[src/rtl/input_port_controller_if.sv]
// Handshake/bus bundle between the input port controller and its consumer.
// master: the controller side; slave: the processor/bench side.
interface input_port_controller_if #(
  parameter int SWITCH_WIDTH = 18,
  parameter int DATA_WIDTH   = 32
);
  logic [SWITCH_WIDTH-1:0] switches;
  logic                    button_n;
  logic                    input_request;
  logic [DATA_WIDTH-1:0]   input_data;
  logic                    input_ready;
  logic                    waiting;

  modport master (
    input  switches, button_n, input_request,
    output input_data, input_ready, waiting
  );

  modport slave (
    output switches, button_n, input_request,
    input  input_data, input_ready, waiting
  );
endinterface

[src/rtl/input_port_controller.sv]
// Input port controller: supplies the word read by the IN instruction.
// Synchronises switches and confirm key, debounces the key, and on a fresh
// debounced press while a request is pending captures the switches and
// pulses input_ready for one cycle.
// Optional: define INPUT_PORT_SIGN_EXTEND_EN to sign-extend the switch word
// from its top bit instead of zero-extending it.
module input_port_controller #(
  parameter int SWITCH_WIDTH    = 18,
  parameter int DATA_WIDTH      = 32,
  parameter int DEBOUNCE_CYCLES = 1000
) (
  input logic                 clock,
  input logic                 reset,
  input_port_controller_if.master bus
);
  localparam int CW = $clog2(DEBOUNCE_CYCLES + 1);

  typedef enum logic [1:0] {IDLE, ARMED, CAPTURE, WAIT_RELEASE} state_t;

  state_t                  state, state_nxt;
  logic                    btn_s1, btn_s2;
  logic [SWITCH_WIDTH-1:0] sw_s1, sw_s2;
  logic                    btn_db;      // debounced level, 1 = released
  logic [CW-1:0]           cnt;
  logic                    press_edge;
  logic                    load;
  logic [DATA_WIDTH-1:0]   sw_ext;

`ifdef INPUT_PORT_SIGN_EXTEND_EN
  assign sw_ext = DATA_WIDTH'($signed(sw_s2));
`else
  assign sw_ext = DATA_WIDTH'(sw_s2);
`endif

  // Two-flop synchronisers; the key idles released so its flops reset to 1.
  always_ff @(posedge clock or negedge reset) begin
    if (!reset) begin
      btn_s1 <= 1'b1;
      btn_s2 <= 1'b1;
      sw_s1  <= '0;
      sw_s2  <= '0;
    end else begin
      btn_s1 <= bus.button_n;
      btn_s2 <= btn_s1;
      sw_s1  <= bus.switches;
      sw_s2  <= sw_s1;
    end
  end

  // Debounce: level follows the synced key only after it has disagreed for
  // DEBOUNCE_CYCLES consecutive clocks; a released->pressed flip raises press_edge.
  always_ff @(posedge clock or negedge reset) begin
    if (!reset) begin
      btn_db     <= 1'b1;
      cnt        <= '0;
      press_edge <= 1'b0;
    end else begin
      press_edge <= 1'b0;
      if (btn_s2 == btn_db) begin
        cnt <= '0;
      end else if (cnt == CW'(DEBOUNCE_CYCLES - 1)) begin
        cnt        <= '0;
        btn_db     <= btn_s2;
        press_edge <= ~btn_s2;
      end else begin
        cnt <= cnt + CW'(1);
      end
    end
  end

  // FSM state register.
  always_ff @(posedge clock or negedge reset) begin
    if (!reset) state <= IDLE;
    else        state <= state_nxt;
  end

  // Next state and Moore outputs; an abort in ARMED beats a simultaneous press.
  always_comb begin
    state_nxt       = state;
    load            = 1'b0;
    bus.input_ready = 1'b0;
    bus.waiting     = 1'b0;
    case (state)
      IDLE: if (bus.input_request) state_nxt = ARMED;
      ARMED: begin
        bus.waiting = 1'b1;
        if (!bus.input_request) begin
          state_nxt = IDLE;
        end else if (press_edge) begin
          state_nxt = CAPTURE;
          load      = 1'b1;
        end
      end
      CAPTURE: begin
        bus.input_ready = 1'b1;
        state_nxt       = WAIT_RELEASE;
      end
      WAIT_RELEASE: if (btn_db) state_nxt = IDLE;
      default: state_nxt = IDLE;
    endcase
  end

  // Data register loads on entry to CAPTURE so it is valid alongside input_ready.
  always_ff @(posedge clock or negedge reset) begin
    if (!reset)    bus.input_data <= '0;
    else if (load) bus.input_data <= sw_ext;
  end
endmodule
[src/flat_wrapper.sv]
// flat-port wrapper written by rule: the top's interface ports become plain ports
module input_port_controller_flat 
#(
  parameter int SWITCH_WIDTH    = 18,
  parameter int DATA_WIDTH      = 32,
  parameter int DEBOUNCE_CYCLES = 1000
)
  (clock, reset, bus_switches, bus_button_n, bus_input_request, bus_input_data, bus_input_ready, bus_waiting);
  input_port_controller_if #(.SWITCH_WIDTH(SWITCH_WIDTH), .DATA_WIDTH(DATA_WIDTH)) bus_i ();
  input logic clock;
  input logic reset;
  input wire logic [$bits(bus_i.switches)-1:0] bus_switches;
  input wire logic [$bits(bus_i.button_n)-1:0] bus_button_n;
  input wire logic [$bits(bus_i.input_request)-1:0] bus_input_request;
  output wire logic [$bits(bus_i.input_data)-1:0] bus_input_data;
  output wire logic [$bits(bus_i.input_ready)-1:0] bus_input_ready;
  output wire logic [$bits(bus_i.waiting)-1:0] bus_waiting;
  assign bus_i.switches = bus_switches;
  assign bus_i.button_n = bus_button_n;
  assign bus_i.input_request = bus_input_request;
  assign bus_input_data = bus_i.input_data;
  assign bus_input_ready = bus_i.input_ready;
  assign bus_waiting = bus_i.waiting;
  input_port_controller #(.SWITCH_WIDTH(SWITCH_WIDTH), .DATA_WIDTH(DATA_WIDTH), .DEBOUNCE_CYCLES(DEBOUNCE_CYCLES)) u_core (.clock(clock), .reset(reset), .bus(bus_i));
endmodule
[config.mk]
export PLATFORM = sky130hd
export DESIGN_NAME = input_port_controller_flat
export DESIGN_NICKNAME = d
export VERILOG_FILES = /design/src/rtl/input_port_controller_if.sv /design/src/rtl/input_port_controller.sv /design/src/flat_wrapper.sv
export SDC_FILE = /design/constraint.sdc
export NUM_CORES = 1
export LEC_CHECK = 0
export ABC_AREA = 1
export CORE_ASPECT_RATIO = 0.75
export CORE_UTILIZATION = 45
export DETAILED_ROUTE_END_ITERATION = 10
export PLACE_DENSITY = 0.77
export SYNTH_ARGS = -nofsm -noshare
export SYNTH_HDL_FRONTEND = slang
export SYNTH_SLANG_ARGS = --single-unit
[constraint.sdc]
create_clock -name clock -period 1.11 [get_ports clock]
set_input_delay 0.1665 -clock clock [delete_from_list [all_inputs] [get_ports clock]]
set_output_delay 0.1665 -clock clock [all_outputs]
set_load 0.02 [all_outputs]
==> out/metrics.sh, run 1 <==
COUNT_OF_MAXIMUM_CAPACITANCE_VIOLATIONS=0
CLOCK_LATENCY_NS=0.34
ANTENNA_VIOLATING_NETS_POST_ROUTE=0
DIE_W_UM=88.77
POWER_SWITCHING_SHARE_PCT=22.43
HOLD_CLASS='in -> reg'
CORE-AREA_UM2=5381
ENDPOINT='u_core.bus.input_data[6]'
STATUS='complete, but fails checks'
LAYOUT_CELL_SHARE_WITH_DRIVE_STRENGTH_BEYOND_1_PCT=43.66
SYNTH_WARNINGS=0
PLACEMENTROWS=23
GRT-OVFL-TOTAL=0
CP-END-KIND='flip-flop'
CP-START-KIND='flip-flop'
DRC_ERRORS=0
NUMPORTBUFFERS=41
NUMBER_OF_DESIGN_RULE_VIOLATIONS_LEFT_BY_THE_FIRST_DETAILED_ROUTER_ITERATION=36
SKEW_NS=0.006025
SYNTH.LIB_CELLS_USED.DISTINCT=23
GP_ROUTABILITY_CONGESTION=0.6792
CRITPATHKIND='reg -> reg'
FINAL-MAX-SLEW-VIOLATION-COUNT=0
RR_WORST_DEPTH=7
CELL_INTERNAL_PWR_mW=3.852
SETUP_SLACK_OF_THE_MOST_CRITICAL_REG_TO_REG_PATH_NS=-0.11
P_LEAK_nW=1.687
WHS_NS=0.2359
TIMING.HOLD.WORST_PATH_DEPTH=1
CLK_TRANSITION_REPORTED_PATHS_NS=0.07
COMB_POWER_SHARE_PCT=5.3
VIA_COUNT_OF_THE_FIRST_GLOBAL_ROUTING_PASS=1420
DIE_AREA_UM2=5955
TOTAL_POWER_mW=4.966
HPWL_MM=2.527
FIN_CRIT_NS=1.220
FIN_WS_NS=-0.1102
PIN_COUNT=56
TIMING.RR.END='u_core.bus.input_data[6]'
NUMBER_OF_FILLER_INSTANCES_IN_THE_FINAL_LAYOUT=438
CTS_MAX_LEVEL=3
SYNTH.YOSYS.SEQ_AREA_SHARE_PCT=69.08
PLACE_WS_NS=-0.2267
CTS-ROOT-TO-SINK-BUFFERS=2
LAYOUT_COMMON_CELLS='dfrtp_1 (65), inv_1 (27), clkdlybuf4s50_1 (20)'
FINALSETUPVIOLATIONS=31
MAPPEDNETLISTAREA_UM2=2541
CRITICAL_PATH.STARTPOINT='u_core.state[0]'
MOST_COMMON_LIBRARY_CELL_IN_THE_LAYOUT_IGNORING_FILL_AND_TAPS='dfrtp_1'
SWITCHING_POWER_mW=1.114
FINAL_DESIGN_AREA_NO_FILL_UM2=3437
LARGEST_NET_DEGREE_AT_THE_START_OF_GLOBAL_ROUTING=71
CHIPHEIGHT_UM=67.08
DETAIL_ROUTE.WL_PER_CELL_UM=11.43
SYNTHESIS.AREA_PER_INSTANCE_UM2=12.10
GRT_ANTENNA_BEFORE_REPAIR=0
CELLPOWERDENSITY_nW_PER_UM2=1445
POWER.IR.VDD_WORST_mV=1.095
INITIAL_UTILIZATION_PCT=47.22
MAX_CLOCK_FREQ_GHz=0.8195
CTSROOTBUFFERMASTER='clkbuf_8'
POSTSYNTHREGISTERBITS=70
POSTROUTEWIRELENGTH_MM=4.105
CTS_BUF_COUNT=9
SYNTHESIS.INSTANCES=210
DETAILROUTE.VIA_COUNT=1545
WORST_R2R_STARTPOINT='u_core.state[0]'
FLOW.AREA_GROWTH_FROM_SYNTHESIS_PCT=35.25
LAYOUT_WORST_PATH_CYCLE_SHARE_PCT=109.9
DRT_PRE_ANTENNA_ITERS=4
DETAILED_PLACE.AREA_UM2=3105
VIA_PER_INST=4.304
DESIGN.FINAL.NETS=302
GRT_UTIL_ALL_LAYERS_PCT=15.50
N_ANTENNA_CELL=0
CTS_TREE='done'
CLOCKPOWERSHARE_PCT=41.2
RSZ0062_AT_GRT='yes'
TIMING.CRITICAL_PATH.REQUIRED_NS=1.34
SEQ_POWER_SHARE_PCT=53.5
CP_MAX_FO=26
TIMING.FINAL.HOLD_VIOLATIONS=0
FINAL_CORE_UTILIZATION_PCT=63.87
FAILED_CHECKS='negative setup slack'
CRITICAL_PATH_ARRIVAL_NS=1.45
CLOCK-SINKS=70
GRT_FIRST_PASS_WIRELENGTH_MM=6.451
==> power by group through the flow <==
stage	clock network, mW	logic [mW]	registers (mW)
finish	2.05	0.263	2.66
floorplan	0	0.119	2.70
CTS	2.12	0.250	2.66
global placement	0	0.228	2.70
detailed placement	0	0.233	2.70
global route	2.22	0.294	2.66
==> cells in the mapped netlist <==
master / instances / area, um^2
ha_1: 1 / 12.51
buf_6: 3 / 33.78
o2111ai_1: 1 / 8.760
nor3b_2: 1 / 12.51
nand2_2: 2 / 12.51
nor2_1: 16 / 60.06
dfstp_2: 3 / 78.83
nor3_1: 1 / 5.000
o31a_2: 1 / 10.01
xnor2_1: 1 / 8.760
inv_1: 30 / 112.6
o21ai_0: 4 / 20.02
conb_1: 1 / 3.750
nor2_4: 1 / 11.26
dfrtp_1: 67 / 1677
nand2_1: 29 / 108.9
nand3_1: 8 / 40.04
xor2_1: 3 / 26.28
a21oi_1: 3 / 15.01
buf_4: 14 / 105.1
inv_2: 1 / 3.750
nand3_4: 1 / 17.52
o21ai_2: 18 / 157.7
==> repair_timing <==
| item | 4_1_cts | 5_1_grt |
|---|---|---|
| pin swaps | 6 | 7 |
| setup endpoints to repair | 49 | 37 |
| hold buffers | 1 | 0 |
| setup buffers | 2 | 3 |
| hold endpoints to repair | 67 | 0 |
| cloned | 0 | 0 |
| gates resized for setup | 110 | 28 |
==> per-stage QoR <==
stage | instances | setup TNS (ns)
final | 359 | -2.482
after global routing | 359 | -4.372
after CTS | 357 | -1.810
after detailed placement | 338 | -3.809
after global placement | 338 | -3.395
after floorplan | 223 | -0.6903
==> critical path: stages, from the launching register on <==
cell	delay (ns)
dfrtp_1	0.38
inv_2	0.06
nor2_4	0.14
buf_6	0.12
nand3_4	0.09
buf_12	0.19
nand2_1	0.08
o21ai_2	0.05
==> metal layers <==
metal | wire length [um] | GRT usage [%] | vias to the layer above
met3 | 191 | 7.063 | 4
met4 | 38 | 6.653 | 0
met5 | 0 | 0 | -
met2 | 2115 | 23.46 | 42
li1 | - | - | 754
met1 | 1759 | 19.17 | 745
==> final cells by class <==
cell class              count  area (um^2)  share of cell area, %
inverters                  31        118.9                  3.458
repair buffers             62        519.2                  15.11
multi-input cells         105        740.7                  21.55
clock inverters             6        68.82                  2.002
well taps                  75        93.84                  2.730
flip-flops and latches     70         1758                  51.15
clock buffers              10        137.6                  4.004
==> sequential cells by signal, summed over array words and instances, names as in the netlist, named ones only <==
signal and cells:
u_core.sw_s2 18, u_core.state 1, u_core.sw_s1 18, u_core.btn_s2 1
u_core.press_edge 1, u_core.bus.input_data 18, u_core.btn_s1 1, u_core.cnt 10
u_core.btn_db 1
==> how the worst min path moves through the flow <==
stage | to | start | slack [ns]
4_1_cts | u_core.btn_s1 | bus_button_n | 0.21
6_report | u_core.btn_s1 | bus_button_n | 0.24
3_5_place_dp | u_core.sw_s2[8] | reset | 0.21
2_1_floorplan | asynchronous set/reset pin | reset | -0.13
3_3_place_gp | u_core.sw_s1[9] | reset | 0.21
5_1_grt | u_core.btn_s1 | bus_button_n | 0.22
==> cell families (layout without fill, tap and decap cells) <==
| logic type | count (synthesis) | after routing | synth area share [%] |
|---|---|---|---|
| flip-flops | 70 | 70 | 69.08 |
| AND/OR/NAND/NOR | 59 | 59 | 10.54 |
| buffers and inverters | 48 | 109 | 10.04 |
| AO/OA/AOI/OAI | 27 | 27 | 8.321 |
| XOR/XNOR | 4 | 4 | 1.379 |
| adder cells (fa/ha/maj) | 1 | 1 | 0.4923 |
| other | 1 | 14 | 0.1476 |
No activity file was read; power rests on OpenSTA's default activity.
==> run 2, diff against run 1 <==
--- a/config.mk
+++ b/config.mk
@@ -5,11 +5,10 @@
 export SDC_FILE = /design/constraint.sdc
 export NUM_CORES = 1
 export LEC_CHECK = 0
-export ABC_AREA = 1
 export CORE_ASPECT_RATIO = 0.75
-export CORE_UTILIZATION = 45
+export CORE_UTILIZATION = 44
 export DETAILED_ROUTE_END_ITERATION = 10
-export PLACE_DENSITY = 0.77
+export PLACE_DENSITY = 0.76
 export SYNTH_ARGS = -nofsm -noshare
 export SYNTH_HDL_FRONTEND = slang
 export SYNTH_SLANG_ARGS = --single-unit
==> constraint.sdc (replaced) <==
create_clock -name clock -period 1.11 [get_ports clock]
set_input_delay 0.222 -clock clock [delete_from_list [all_inputs] [get_ports clock]]
set_output_delay 0.222 -clock clock [all_outputs]
set_load 0.02 [all_outputs]
==> out/metrics.sh, run 2 <==
DESIGN.FINAL.NETS=264  # was 302
LAYOUT_COMMON_CELLS='dfrtp_1 (66), buf_4 (27), buf_6 (22)'  # was dfrtp_1 (65), inv_1 (27), clkdlybuf4s50_1 (20)
STATUS='complete, but fails checks'  # unchanged
N_ANTENNA_CELL=0  # unchanged
CTS_MAX_LEVEL=3  # unchanged
CELL_WITH_THE_LARGEST_STAGE_DELAY_ON_THE_WORST_PATH='dfrtp_1'  # unchanged
NUMBER_OF_FILLER_INSTANCES_IN_THE_FINAL_LAYOUT=356  # was 438
CP-END-KIND='flip-flop'  # unchanged
CLK_TRANSITION_REPORTED_PATHS_NS=0.07  # about the same
VIA_COUNT_OF_THE_FIRST_GLOBAL_ROUTING_PASS=1465  # was 1420
FLOW.AREA_GROWTH_FROM_SYNTHESIS_PCT=42.70  # was 35.25%
POWER.IR.VDD_WORST_mV=1.111  # was 1.095 mV
DIE_AREA_UM2=5812  # was 5955 um^2
POST-SYNTH-TOP-AREA-FRACTION_PCT=69.18  # was 65.98%
GRT_UTIL_ALL_LAYERS_PCT=16.00  # was 15.50%
MAPPEDNETLISTAREA_UM2=2424  # was 2541 um^2
TIMING.RR.END='u_core.bus.input_data[16]'  # was u_core.bus.input_data[6]
CTSROOTBUFFERMASTER='clkbuf_8'  # unchanged
COUNT_OF_MAXIMUM_CAPACITANCE_VIOLATIONS=0  # unchanged
CP-START-KIND='flip-flop'  # unchanged
POSTSYNTHREGISTERBITS=70  # unchanged
TOP_REGS='u_core.bus.input_data x18, u_core.sw_s1 x18, u_core.sw_s2 x18'  # unchanged
DETAIL_ROUTE.WL_PER_CELL_UM=12.39  # was 11.43 um
INITIAL_UTILIZATION_PCT=47.59  # was 47.22%
SETUP_SLACK_OF_THE_MOST_CRITICAL_REG_TO_REG_PATH_NS=-0.25  # was -0.11 ns
SERIES_OF_CELL_INSTANCES_ALONG_THE_CRITICAL_PATH='buf_6 > nand4b_1 > buf_12 > mux2_4'  # was inv_2 > nor2_4 > buf_6 > nand3_4 > buf_12 > nand2_1 > o21ai_2
SEQCELLAREA_UM2=1757  # was 1758 um^2
POSTROUTEWIRELENGTH_MM=3.941  # was 4.105 mm
SYNTHESIS.INSTANCES=159  # was 210
RR_WORST_DEPTH=4  # was 7
SYNTH.LIB_CELLS_USED.DISTINCT=32  # was 23
CELLPOWERDENSITY_nW_PER_UM2=1485  # was 1445 nW/um^2
SYNTH_ASYNC_SR_FLOP_SHARE_PCT=100.0  # unchanged
VIA_PER_INST=4.437  # was 4.304
GP_ROUTABILITY_CONGESTION=0.7795  # was 0.6792
FAILED_CHECKS='negative setup slack'  # unchanged
ANTENNA_VIOLATING_NETS_POST_ROUTE=0  # unchanged
CORE-AREA_UM2=5092  # was 5381 um^2
PLACEMENTROWS=22  # was 23
MAX_CLOCK_FREQ_GHz=0.7351  # was 0.8195 GHz
GRT-OVFL-TOTAL=0  # unchanged
MOST_COMMON_LIBRARY_CELL_IN_THE_LAYOUT_IGNORING_FILL_AND_TAPS='dfrtp_1'  # unchanged
FINAL_CORE_UTILIZATION_PCT=67.91  # was 63.87%
LARGEST_NET_DEGREE_AT_THE_START_OF_GLOBAL_ROUTING=71  # unchanged
TIMING.FINAL.HOLD_VIOLATIONS=0  # unchanged
GRT_ANTENNA_BEFORE_REPAIR=0  # unchanged
DETAILROUTE.VIA_COUNT=1411  # was 1545
POST_SYNTH_MOST_FREQUENT_CELLS='dfrtp_1 (67), mux2_2 (17), buf_4 (14)'  # was dfrtp_1 (67), inv_1 (30), nand2_1 (29)
FINAL-MAX-SLEW-VIOLATION-COUNT=0  # unchanged
GRT_FIRST_PASS_WIRELENGTH_MM=6.568  # was 6.451 mm
FIN_WS_NS=-0.2504  # was -0.1102 ns
CRITPATHKIND='reg -> reg'  # unchanged
DRT_PRE_ANTENNA_ITERS=4  # unchanged
SYNTHESIS.AREA_PER_INSTANCE_UM2=15.24  # was 12.10 um^2
MULTI_INPUT_AREA_UM2=668.1  # was 740.7 um^2
FIN_CRIT_NS=1.360  # was 1.220 ns
CHIPHEIGHT_UM=66.28  # was 67.08 um
WORST_PATH_LARGEST_CELL_DELAY_NS=0.40  # was 0.38 ns
HPWL_MM=2.548  # was 2.527 mm
CP_MAX_FO=19  # was 26
FINALSETUPVIOLATIONS=32  # was 31
LAYOUT_WORST_PATH_CYCLE_SHARE_PCT=122.6  # was 109.9%
SYNTHMOSTINSTANTIATEDCELL='dfrtp_1'  # unchanged
WHS_NS=0.3128  # was 0.2359 ns
DRC_ERRORS=0  # unchanged
SYNTH.YOSYS.SEQ_AREA_SHARE_PCT=72.43  # was 69.08%
ENDPOINT='u_core.bus.input_data[16]'  # was u_core.bus.input_data[6]
CTS-ROOT-TO-SINK-BUFFERS=2  # unchanged
CRITICAL_PATH_ARRIVAL_NS=1.59  # was 1.45 ns
CTS_BUF_COUNT=9  # unchanged
SYNTHTOPCELLSBYAREA='dfrtp_1 (69%), mux2_2 (7.9%), buf_4 (4.3%), dfstp_2 (3.3%), nor2_1 (1.9%)'  # was dfrtp_1 (66%), o21ai_2 (6.2%), inv_1 (4.4%), nand2_1 (4.3%), buf_4 (4.1%)
DOMINANTREGCELLSYNTH='dfrtp_1'  # unchanged
CLOCK-SINKS=70  # unchanged
CLOCK_LATENCY_NS=0.34  # about the same
NUMPORTBUFFERS=41  # unchanged
SYNTH_WARNINGS=0  # unchanged
HOLD_CLASS='in -> reg'  # unchanged
TIMING.CRITICAL_PATH.REQUIRED_NS=1.34  # about the same
DIE_W_UM=87.70  # was 88.77 um
SKEW_NS=0.005424  # was 0.006025 ns
CTS_TREE='done'  # unchanged
RSZ0062_AT_GRT='yes'  # unchanged
P_LEAK_nW=1.648  # was 1.687 nW
NUMBER_OF_DESIGN_RULE_VIOLATIONS_LEFT_BY_THE_FIRST_DETAILED_ROUTER_ITERATION=46  # was 36
SYNTH.LARGEST_AREA_CELL='dfrtp_1'  # unchanged
PIN_COUNT=56  # unchanged
SYNTH_EDF_COUNT=0  # unchanged
LAYOUT_CELL_SHARE_WITH_DRIVE_STRENGTH_BEYOND_1_PCT=44.31  # was 43.66%
==> run 2: routing by layer <==
metal	up-vias	track usage, %	routed length (um)
li1	670	-	-
met2	42	25.78	2002
met3	6	7.615	226
met4	0	5.533	39
met1	693	18.78	1672
met5	-	0	0
==> run 2: per-stage QoR <==
step	worst slack, ns	cell area (um^2)	total power, mW	TNS (ns)	cells
after detailed placement	-0.3863	3075	2.949	-9.405	290
after global routing	-0.2965	3458	5.370	-8.029	318
after global placement	-0.3658	3075	2.936	-8.721	290
after CTS	-0.2483	3402	5.196	-6.439	316
final	-0.2504	3458	5.134	-6.020	318
after floorplan	-0.1595	2529	2.817	-2.001	172
==> run 2: how the worst min path moves through the flow <==
stage,from,to,slack (ns),depth (start not counted)
after floorplan,reset,asynchronous set/reset pin,-0.07,0
after global placement,reset,u_core.bus.input_data[7],0.27,2
after detailed placement,reset,u_core.bus.input_data[6],0.27,2
after CTS,bus_switches[4],u_core.sw_s1[4],0.30,1
after global routing,bus_switches[9],u_core.sw_s1[9],0.29,1
final,bus_switches[0],u_core.sw_s1[0],0.31,1
==> run 2: cell families after synthesis <==
kind of cell,synth area share [%]
and+or+nand+nor,7.487
DFF,72.43
buffers and inverters,5.885
adders and majority gates,0.5162
xor gates and xnor gates,2.168
muxes,8.983
other,0.1547
AOI/OAI and AO/OA,2.375
==> run 2: what timing repair did <==
action,4_1_cts,5_1_grt
resized for setup,120,11
hold buffers,1,0
pin swaps,15,7
endpoints found under the hold margin,67,0
setup buffers,9,3
setup endpoints to repair,49,50
==> run 2: worst max-delay path: cells and delay by family (launching register included) <==
family	cells	cell delay, ns
mux	1	0.29
flops	1	0.40
simple gates	1	0.21
buf+inv	2	0.33
==> run 2: where the power goes <==
part	leakage (nW)	internal [mW]	switching, mW
registers	0.869	2.63	0.0314
logic	0.671	0.115	0.138
clock network	0.107	1.28	0.935
==> run 2: area by class of cell <==
cell class	count	share of cell area, %
inverter	3	0.3256
timing repair buffer	74	20.55
clock inverter	6	2.713
tap	72	2.605
clock buffer	10	3.690
multi-input combinational	83	19.32
sequential	70	50.80
